--- src/rtl/elevator_scheduler.sv ---
// ----------------------------------------------------------------------------
// elevator_scheduler
//
// Purpose: SCAN-style elevator controller. It latches hall and car requests,
// commands the motion datapath up or down, stops at requested floors, and
// holds the door open for a tick-based dwell time.
//
// Ports:
//   CLK             system clock, rising edge
//   RST             asynchronous reset, active low
//   tick            one-CLK timing pulse; drives only the dwell counter
//   interior_panel  car buttons, bit i = floor i, level-sensitive
//   exterior_panel  hall buttons, bit i = floor i, level-sensitive
//   arrive          one-CLK pulse: car reached the next floor
//   door_hold       (only with SCHED_DOOR_HOLD_EN) keeps the door open
//   engine          00 off, 10 up, 11 down
//   doors           one-hot open door; all zero while moving
//   floor           current floor index
//   pending         latched outstanding requests
//   direction       1 up, 0 down (travel or last travel direction)
//
// Optional feature: define SCHED_DOOR_HOLD_EN to add the door_hold input.
// While door_hold is high in DWELL, the dwell counter reloads every CLK.
//
// States:
//   state     | meaning
//   IDLE      | stopped, door open at floor, no request to travel for
//   DWELL     | stopped, door open, dwell counter running on tick
//   MOVE_UP   | engine driving up, door closed
//   MOVE_DOWN | engine driving down, door closed
// ----------------------------------------------------------------------------
module elevator_scheduler #(
    parameter int N_FLOORS    = 3,
    parameter int DWELL_TICKS = 4
) (
    input  logic                CLK,
    input  logic                RST,
    input  logic                tick,
    input  logic [N_FLOORS-1:0] interior_panel,
    input  logic [N_FLOORS-1:0] exterior_panel,
    input  logic                arrive,
`ifdef SCHED_DOOR_HOLD_EN
    input  logic                door_hold,
`endif
    output logic [1:0]          engine,
    output logic [N_FLOORS-1:0] doors,
    output logic [2:0]          floor,
    output logic [N_FLOORS-1:0] pending,
    output logic                direction
);

    typedef enum logic [1:0] {IDLE, DWELL, MOVE_UP, MOVE_DOWN} state_t;

    localparam logic [2:0]          TOP_FLOOR  = 3'(N_FLOORS - 1);
    localparam logic [3:0]          DWELL_LOAD = 4'(DWELL_TICKS);
    localparam logic [N_FLOORS-1:0] DOOR_RST   = N_FLOORS'(1);

    state_t              state_q, state_d;
    logic [2:0]          floor_q, floor_d;
    logic [N_FLOORS-1:0] doors_q, doors_d;
    logic [N_FLOORS-1:0] pending_q, pending_d;
    logic                direction_q, direction_d;
    logic [3:0]          cnt_q, cnt_d;
    logic [1:0]          engine_q, engine_d;

    logic [N_FLOORS-1:0] req;
    logic [N_FLOORS-1:0] here;
    logic [N_FLOORS-1:0] next_hot;
    logic                at_rest;
    logic                up_avail;
    logic                down_avail;
    logic                hold_w;
    state_t              scan;

    function automatic logic [N_FLOORS-1:0] onehot(input logic [2:0] f);
        logic [N_FLOORS-1:0] v;
        v = '0;
        for (int i = 0; i < N_FLOORS; i++) begin
            v[i] = (f == 3'(i));
        end
        return v;
    endfunction

    function automatic logic any_above(input logic [2:0] f, input logic [N_FLOORS-1:0] p);
        logic r;
        r = 1'b0;
        for (int i = 0; i < N_FLOORS; i++) begin
            if (3'(i) > f) r = r | p[i];
        end
        return r;
    endfunction

    function automatic logic any_below(input logic [2:0] f, input logic [N_FLOORS-1:0] p);
        logic r;
        r = 1'b0;
        for (int i = 0; i < N_FLOORS; i++) begin
            if (3'(i) < f) r = r | p[i];
        end
        return r;
    endfunction

    always_comb begin
`ifdef SCHED_DOOR_HOLD_EN
        hold_w = door_hold;
`else
        hold_w = 1'b0;
`endif
        state_d     = state_q;
        floor_d     = floor_q;
        cnt_d       = cnt_q;
        direction_d = direction_q;
        next_hot    = '0;

        req     = interior_panel | exterior_panel;
        here    = onehot(floor_q);
        at_rest = (state_q == IDLE) || (state_q == DWELL);

        // A press for the floor we are stopped at is served by the open door
        // and never becomes pending.
        pending_d = pending_q | (req & ~(at_rest ? here : '0));

        up_avail   = any_above(floor_q, pending_q);
        down_avail = any_below(floor_q, pending_q);

        // SCAN: keep going the same way while work remains there, else reverse.
        if (direction_q) begin
            scan = up_avail ? MOVE_UP : (down_avail ? MOVE_DOWN : IDLE);
        end else begin
            scan = down_avail ? MOVE_DOWN : (up_avail ? MOVE_UP : IDLE);
        end

        case (state_q)
            IDLE: begin
                if (|(req & here)) begin
                    state_d = DWELL;
                    cnt_d   = DWELL_LOAD;
                end else begin
                    state_d = scan;
                end
            end
            DWELL: begin
                if ((|(req & here)) || hold_w) begin
                    cnt_d = DWELL_LOAD;
                end else if (tick) begin
                    if (cnt_q == 4'd1) begin
                        state_d = scan;
                        cnt_d   = '0;
                    end else begin
                        cnt_d = cnt_q - 4'd1;
                    end
                end
            end
            MOVE_UP: begin
                if (arrive && (floor_q != TOP_FLOOR)) begin
                    floor_d  = floor_q + 3'd1;
                    next_hot = onehot(floor_d);
                    // pending_d already includes a same-edge press for this floor.
                    if (|(pending_d & next_hot)) begin
                        pending_d = pending_d & ~next_hot;
                        state_d   = DWELL;
                        cnt_d     = DWELL_LOAD;
                    end
                end
            end
            MOVE_DOWN: begin
                if (arrive && (floor_q != 3'd0)) begin
                    floor_d  = floor_q - 3'd1;
                    next_hot = onehot(floor_d);
                    if (|(pending_d & next_hot)) begin
                        pending_d = pending_d & ~next_hot;
                        state_d   = DWELL;
                        cnt_d     = DWELL_LOAD;
                    end
                end
            end
        endcase

        // Outputs are registered from the next state so they change on the
        // same edge as the state itself.
        case (state_d)
            MOVE_UP: begin
                engine_d    = 2'b10;
                doors_d     = '0;
                direction_d = 1'b1;
            end
            MOVE_DOWN: begin
                engine_d    = 2'b11;
                doors_d     = '0;
                direction_d = 1'b0;
            end
            default: begin
                engine_d = 2'b00;
                doors_d  = onehot(floor_d);
            end
        endcase
    end

    always_ff @(posedge CLK or negedge RST) begin
        if (!RST) begin
            state_q     <= IDLE;
            floor_q     <= 3'd0;
            doors_q     <= DOOR_RST;
            pending_q   <= '0;
            direction_q <= 1'b1;
            cnt_q       <= '0;
            engine_q    <= 2'b00;
        end else begin
            state_q     <= state_d;
            floor_q     <= floor_d;
            doors_q     <= doors_d;
            pending_q   <= pending_d;
            direction_q <= direction_d;
            cnt_q       <= cnt_d;
            engine_q    <= engine_d;
        end
    end

    assign engine    = engine_q;
    assign doors     = doors_q;
    assign floor     = floor_q;
    assign pending   = pending_q;
    assign direction = direction_q;

endmodule
--- config.mk ---
export PLATFORM = sky130hd
export DESIGN_NAME = elevator_scheduler
export DESIGN_NICKNAME = d
export VERILOG_FILES = /design/src/rtl/elevator_scheduler.sv
export SDC_FILE = /design/constraint.sdc
export NUM_CORES = 1
export LEC_CHECK = 0
export ABC_AREA = 1
export BUFFER_PORTS_ARGS = -buffer_cell sky130_fd_sc_hd__buf_2
export CAP_MARGIN = 20
export CORE_MARGIN = 1.5
export CORE_UTILIZATION = 52
export CTS_BUF_LIST = sky130_fd_sc_hd__clkbuf_4
export CTS_CLUSTER_DIAMETER = 100
export DETAILED_ROUTE_END_ITERATION = 10
export HOLD_SLACK_MARGIN = 0.02
export MAX_ROUTING_LAYER = met4
export PLACE_DENSITY = 0.8
export REMOVE_ABC_BUFFERS = 1
export SLEW_MARGIN = 20
export SYNTH_ARGS = -nofsm -noshare
export SYNTH_HDL_FRONTEND = slang
export SYNTH_SLANG_ARGS = --single-unit
--- constraint.sdc ---
create_clock -name CLK -period 1.8 [get_ports CLK]
set_clock_uncertainty 0.15 [all_clocks]
set_input_delay 0.18 -clock CLK [delete_from_list [all_inputs] [get_ports CLK]]
set_output_delay 0.18 -clock CLK [all_outputs]
set_load 0.01 [all_outputs]
# ---- Word level (Yosys, flattened, before mapping)
# Cells that the tools add are included.
dict set report totals {
  ff_bits 18
  inputBits 10
  wordCells 108
}
dict set report classes {
  n_addsub 3
  n_lt_le_gt_ge 6
  eq_ne 21
  n_mux 41
  n_bitwise 15
  n_reduce_logical 15
}
# operator n
set ops {}
lappend ops {{two-way mux 4 bit} 8}
lappend ops {{two-way mux 2 bit} 13}
lappend ops {{two-way mux 3 bit} 8}
lappend ops {{AND 3 bit} 6}
lappend ops {{one-hot mux 4 bit (4 select lines)} 1}
lappend ops {{== test 3 x 1 -> 1 bit, second input constant} 4}
lappend ops {{== test 3 x 2 -> 1 bit, second input constant} 4}
lappend ops {{zero test 3 bit} 4}
lappend ops {{one-hot mux 3 bit (2 select lines)} 2}
lappend ops {{NOT 3 bit} 3}
lappend ops {{OR reduction 3 bit} 3}
lappend ops {{== test 2 bit, second input constant} 4}
lappend ops {{inequality test 2 bit, second input constant} 4}
lappend ops {{one-hot mux 2 bit (4 select lines)} 1}
lappend ops {{greater-than comparator 1 x 3 -> 1 bit, first input constant} 2}
lappend ops {{< comparator 1 x 3 -> 1 bit, first input constant} 2}
lappend ops {{two-way mux 1 bit} 6}
lappend ops {{inequality test 3 x 2 -> 1 bit, second input constant} 2}
lappend ops {{OR 3 bit} 2}
lappend ops {{AND reduction 6 bit} 1}
lappend ops {{== test 4 x 1 -> 1 bit, second input constant} 1}
lappend ops {{OR 1 bit} 4}
lappend ops {{one-hot mux 2 bit (2 select lines)} 1}
lappend ops {{subtractor 4 x 1 -> 4 bit, second input constant} 1}
lappend ops {{13 further kinds} 14}

# ---- Logic depth before layout (Yosys ltp)
dict set report logic_depth {
  word_depth 16
  mapped_depth 13
  depth_no_buf 13
}

# ---- Worst setup path before layout
# OpenSTA, ideal clock, no wires.
dict set report synth_path {
  path_type {flip-flop to flip-flop}
  startpoint {register floor_q[0], in the netlist floor[0]}
  endpoint {register doors_q[0], in the netlist doors[0]}
  setup_ps 67
  arrival_ps 1724
  required_ps 1583
  path_slack_ps -142
  path_stages_with_launch 12
  n_path_buf 0
  cell_sequence {dfrtp_1 -> inv_1 -> ha_1 -> inv_1 -> nor2_1 -> nor2_2 -> nand2_2 -> nand2_2 -> nor2_1 -> nor2_1 -> nand3_1 -> nor2_1}
}
dict set report synth_between {
  elab_chain_cells 16
  word_cells_on_any_way 63
  cone_classes {add/sub: 2; order compare: 6; eq/ne: 9; mux: 25; bitwise: 10; reduce/logical: 11}
}
# item line_no
set synth_rtl {}
lappend synth_rtl {{start: declaration} 59} ;# logic [2:0] floor_q, floor_d;
lappend synth_rtl {{start signal: assignment} 209} ;# floor_q <= floor_d;
lappend synth_rtl {{< comparator 1 x 3 -> 1 bit / greater-than comparator 1 x 3 -> 1 bit (equally long branches)} {97, 88}}
lappend synth_rtl {{two-way mux 1 bit (on tied branches)} {97, 88}}
lappend synth_rtl {{OR 1 bit (on tied branches)} {97, 88}}
lappend synth_rtl {{two-way mux 1 bit (on tied branches)} {97, 88}}
lappend synth_rtl {{OR 1 bit (on tied branches)} {97, 88}}
lappend synth_rtl {{two-way mux 1 bit (on tied branches)} {97, 88}}
lappend synth_rtl {{two-way mux 2 bit (on tied branches) (2 in a row)} {127, 129}}
lappend synth_rtl {{two-way mux 2 bit} 126} ;# if (direction_q) begin
lappend synth_rtl {{two-way mux 2 bit} 145} ;# if (cnt_q == 4'd1) begin
lappend synth_rtl {{two-way mux 2 bit} 144} ;# end else if (tick) begin
lappend synth_rtl {{two-way mux 2 bit} 142} ;# if ((|(req & here)) || hold_w) begin
lappend synth_rtl {{one-hot mux 2 bit (4 select lines)} 132} ;# case (state_q)
lappend synth_rtl {{== test 2 bit} 180} ;# case (state_d)
lappend synth_rtl {{OR reduction 2 bit (no line)} n/a}
lappend synth_rtl {{two-way mux 3 bit (*)} 180}
lappend synth_rtl {{named net doors_d[0]} 60} ;# logic [N_FLOORS-1:0] doors_q, doors_d;
lappend synth_rtl {{end signal: assignment} 210} ;# doors_q <= doors_d;
lappend synth_rtl {{end: declaration} 60}
# The timed path passes the listed nets; every way through them passes the cells marked *.
# A chain may end at the register's enable or synchronous reset.

# ---- Worst setup path after layout
dict set report layout_path {
  startpoint {register floor_q[0], in the netlist floor[0]}
  endpoint {register cnt_q[0]}
}
dict set report layout_between {
  elab_chain_cells 9
  word_cells_on_any_way 34
  cone_classes {add/sub: 2; eq/ne: 13; mux: 3; bitwise: 6; reduce/logical: 10}
}
# item line_no
set layout_rtl {}
lappend layout_rtl {{branches (longest 9 deep; another with subtractor 3 x 1 -> 3 bit)} n/a}
lappend layout_rtl {{end signal: assignment} 213} ;# cnt_q <= cnt_d;
lappend layout_rtl {{end: declaration} 63} ;# logic [3:0] cnt_q, cnt_d;
# Parallel ways; which one is timed is not known.

==> PnR_summary.wiki <==
{| class="wikitable"
! Metric !! Value
|-
| Avg Synthesized Cell Area || just under 7 um^2
|-
| DRC Markers || 0
|-
| Maximum number of pins on one net before global-route repair || 19
|-
| Synth Instances || approximately 190
|-
| Most common cell after layout, fill and taps aside || sky130_fd_sc_hd__nand2_1
|-
| IR Drop Worst-Case VDD || 0.00188 V
|-
| Total Die Area || 2910 um^2
|-
| Clk_lat worst skew || around 0.3 ns
|-
| Antenna violations before repair || 0
|-
| Floorplan die height || 53.9 um
|-
| Register bit count reported by yosys || 18
|-
| Data required time at the worst endpoint || 1.85 ns
|-
| Final worst path period share || 104%
|-
| WHS || 0.168 ns
|-
| Mux contribution to synthesized area || 0%
|-
| Number of distinct library cells after synthesis || 25
|-
| Global-route wire length before repair || 5.75 mm
|-
| CTS clk-pin slew, worst paths || around 0.10 ns
|-
| FP Rows || 18
|-
| Number of top-level pins || 22
|-
| Simple-gate share of the synthesized area || 37.3%
|-
| Total power density per cell area || approximately 1900 nW/um^2
|-
| Share of final-layout standard cells stronger than drive strength 1 || between 40% and 50%
|-
| Worst hold-check path type || input port to async pin
|-
| Total area of sequential cells || 453 um^2
|-
| Core region area || 2450 um^2
|-
| Antenna Violating Nets Remaining || 0
|-
| Area fraction in compound gates after synthesis || 8.45%
|-
| TritonCTS clock tree || done
|-
| Top cells by area, synth || sky130_fd_sc_hd__dfrtp_1 30%, sky130_fd_sc_hd__nand2_1 13%, sky130_fd_sc_hd__inv_1 8.9%
|-
| Drt wl/cell || 13.8 um
|-
| Static leakage || around 0.0010 uW
|-
| Slew margin rel. || between 70% and 80%
|-
| XOR/XNOR Fraction of Synth Area || 2.51%
|-
| Total Wirelength || 3.82 mm
|-
| Layout net count || 266
|-
| Setup repair after global routing missed its margin || yes
|-
| Clock period minus worst slack || around 1.9 ns
|-
| Area occupied by multi-input gates || 977 um^2
|-
| Crit-path max FO || 4
|-
| Final-report hold violation count || 0
|-
| Cell at the root of the clock tree || sky130_fd_sc_hd__clkbuf_4
|-
| Number of buffers inserted during clock tree synthesis || 3
|-
| Capturing element type of the critical path || register
|-
| Layout fillers || 136
|-
| Dominant combinational cell family by area after synthesis || simple AND/OR/NAND/NOR gates
|-
| # H-tree levels || 1
|-
| Port Buffers || 21
|-
| Slack of the worst reg-to-reg path || -0.07 ns
|-
| Place WS || -0.140 ns
|-
| Total number of vias || 1469
|-
| Syn Std Cell Area || between 1000 and 1500 um^2
|-
| Crit start category || register
|-
| Vias in the first global route || 1372
|-
| Count of final max-slew check failures || 0
|-
| Area growth from synthesis to layout || 46.5%
|-
| Highest Clock Rate || between 500 and 600 MHz
|-
| Final HPWL DP || 2.46 mm
|-
| Overflow left after global routing || 0
|-
| Worst-Margin Slew || 0.378 ns
|-
| Register area share after synthesis || 33.6%
|-
| Final Worst Setup Slack || -0.0656 ns
|-
| Yosys warning total || 0
|-
| Startpoint-to-endpoint class of the critical path || register to register
|-
| Run status || finished with violations
|-
| Adder-cell share of the synthesized area || 7.43%
|-
| Total placed cells including tap cells || 261
|-
| Worst-case reg-to-reg path depth || 12
|-
| Global Route Usage Sum || around 28%
|-
| Number of standard cells in the final layout excluding fillers || 277
|-
| Maximum capacitance violations || 0
|-
| Arrival time of data at the critical path endpoint || 1.92 ns
|-
| Die outline width || 53.9 um
|-
| Largest buffer count on any clock path || 2
|-
| Ant diodes || 0
|-
| Drt via density || 5.30
|-
| Yosys top cell by area || sky130_fd_sc_hd__dfrtp_1
|-
| Initial cell density of the core || 54.9%
|-
| Clock sink count || 18
|-
| Final Setup Violations || 9
|-
| Violated checks || setup timing
|-
| Drt initial violations || 40
|-
| Share of the synthesized area in the top cell type || 29.7%
|-
| Routability Congestion || around 0.93
|-
| Commonest cells after routing, fill and taps aside || 35 x sky130_fd_sc_hd__nand2_1, 25 x sky130_fd_sc_hd__inv_1, 24 x sky130_fd_sc_hd__buf_4
|-
| Critical R2R Capture || cnt_q[0]
|-
| TritonRoute pass-1 iters || 4
|-
| Start of the worst register-to-register path || floor[0]
|}
[power breakdown]
group | switching (uW) | internal, uW
Sequential | 118 | 558
Clock | 122 | 81.0
Combinational | 1620 | 1220
Total | 1860 | 1860
[worst max-delay path, stage by stage (launching register included)]
cell                       delay [ns]
sky130_fd_sc_hd__dfrtp_1         0.44
sky130_fd_sc_hd__inv_2           0.15
sky130_fd_sc_hd__ha_4            0.16
sky130_fd_sc_hd__inv_2           0.05
sky130_fd_sc_hd__nor2_4          0.12
sky130_fd_sc_hd__nand2_2         0.09
sky130_fd_sc_hd__nand3_2         0.09
sky130_fd_sc_hd__inv_2           0.04
sky130_fd_sc_hd__o211ai_1        0.11
sky130_fd_sc_hd__buf_4           0.18
sky130_fd_sc_hd__nand3_4         0.08
sky130_fd_sc_hd__nand2_1         0.06
sky130_fd_sc_hd__nand2_1         0.05
[Yosys cell counts]
cell / instances
sky130_fd_sc_hd__nand2_1: 48
sky130_fd_sc_hd__inv_1: 32
sky130_fd_sc_hd__nor2_1: 22
sky130_fd_sc_hd__dfrtp_1: 16
sky130_fd_sc_hd__nand3_1: 16
sky130_fd_sc_hd__nand2_2: 9
sky130_fd_sc_hd__ha_1: 8
sky130_fd_sc_hd__nand4_1: 7
sky130_fd_sc_hd__a21oi_1: 5
sky130_fd_sc_hd__o21ai_0: 5
sky130_fd_sc_hd__inv_2: 3
sky130_fd_sc_hd__nor3_1: 3
sky130_fd_sc_hd__o211ai_1: 3
sky130_fd_sc_hd__o21a_1: 3
sky130_fd_sc_hd__dfstp_2: 2
sky130_fd_sc_hd__o21ai_1: 2
sky130_fd_sc_hd__xor2_1: 2
sky130_fd_sc_hd__a21oi_2: 1
sky130_fd_sc_hd__buf_4: 1
sky130_fd_sc_hd__clkinv_2: 1
sky130_fd_sc_hd__nand2_4: 1
sky130_fd_sc_hd__nand3_2: 1
sky130_fd_sc_hd__nand3_4: 1
sky130_fd_sc_hd__nor2_2: 1
sky130_fd_sc_hd__xor2_2: 1
[through the flow]
| step | area (um^2) | setup TNS, ns | power (uW) | util [%] |
|---|---|---|---|---|
| finish | 1970 | -0.474 | 3720 | 80.4 |
| CTS | 1890 | -0.137 | 3400 | 77.0 |
| detailed placement | 1620 | -0.955 | 2690 | 66.1 |
| global placement | 1620 | -0.365 | 2630 | 66.1 |
| floorplan | 1340 | -1.01 | 1930 | - |
| global route | 1970 | -1.54 | 3990 | 80.4 |
[routing by layer]
metal	part of all wire, %	routed length, um	up-vias	track usage, %
met3	7.6	289	8	2.50
met5	0	0	-	-
met4	1.8	68	0	15.4
li1	-	-	722	-
met1	44	1700	662	37.0
met2	46	1760	77	43.7
[area by class of cell]
| class | instances | area share (%) |
|---|---|---|
| clock inverter | 1 | 0.190 |
| sequential | 18 | 22.9 |
| inverter | 36 | 7.22 |
| tap | 30 | 1.90 |
| timing repair buffer | 49 | 17.1 |
| clock buffer | 3 | 1.14 |
| multi-input combinational | 140 | 49.5 |
[worst max-delay path by stage]
stage                   from   endpoint  slack (ns)  depth (start not counted)
global route        floor[0]  engine[0]       -0.16                         13
floorplan           floor[0]   doors[0]       -0.14                         11
global placement    floor[1]   cnt_q[2]       -0.07                         13
CTS                 floor[0]  engine[0]       -0.04                         11
detailed placement  floor[0]   cnt_q[2]       -0.14                         11
finish              floor[0]   cnt_q[0]       -0.07                         12
[state kept, by name, summed over array words and instances, names as in the netlist]
signal	cells
cnt_q	4
engine	2
floor	3
state_q	2
pending	3
doors	3
direction	1
[kinds of logic after synthesis]
group	count (synthesis)
DFF	18
xor gates and xnor gates	3
AOI/OAI and AO/OA	19
adders and majority gates	8
buffers and inverters	37
and+or+nand+nor	109
[what timing repair did]
action	4_1_cts	5_1_grt
endpoints found under the setup margin	10	16
hold buffers	1	0
setup buffers	10	1
hold endpoints to repair	18	0
gates cloned	1	0
pin swaps	20	13
gates resized for setup	42	23
Power figures use the tool's default switching activity.
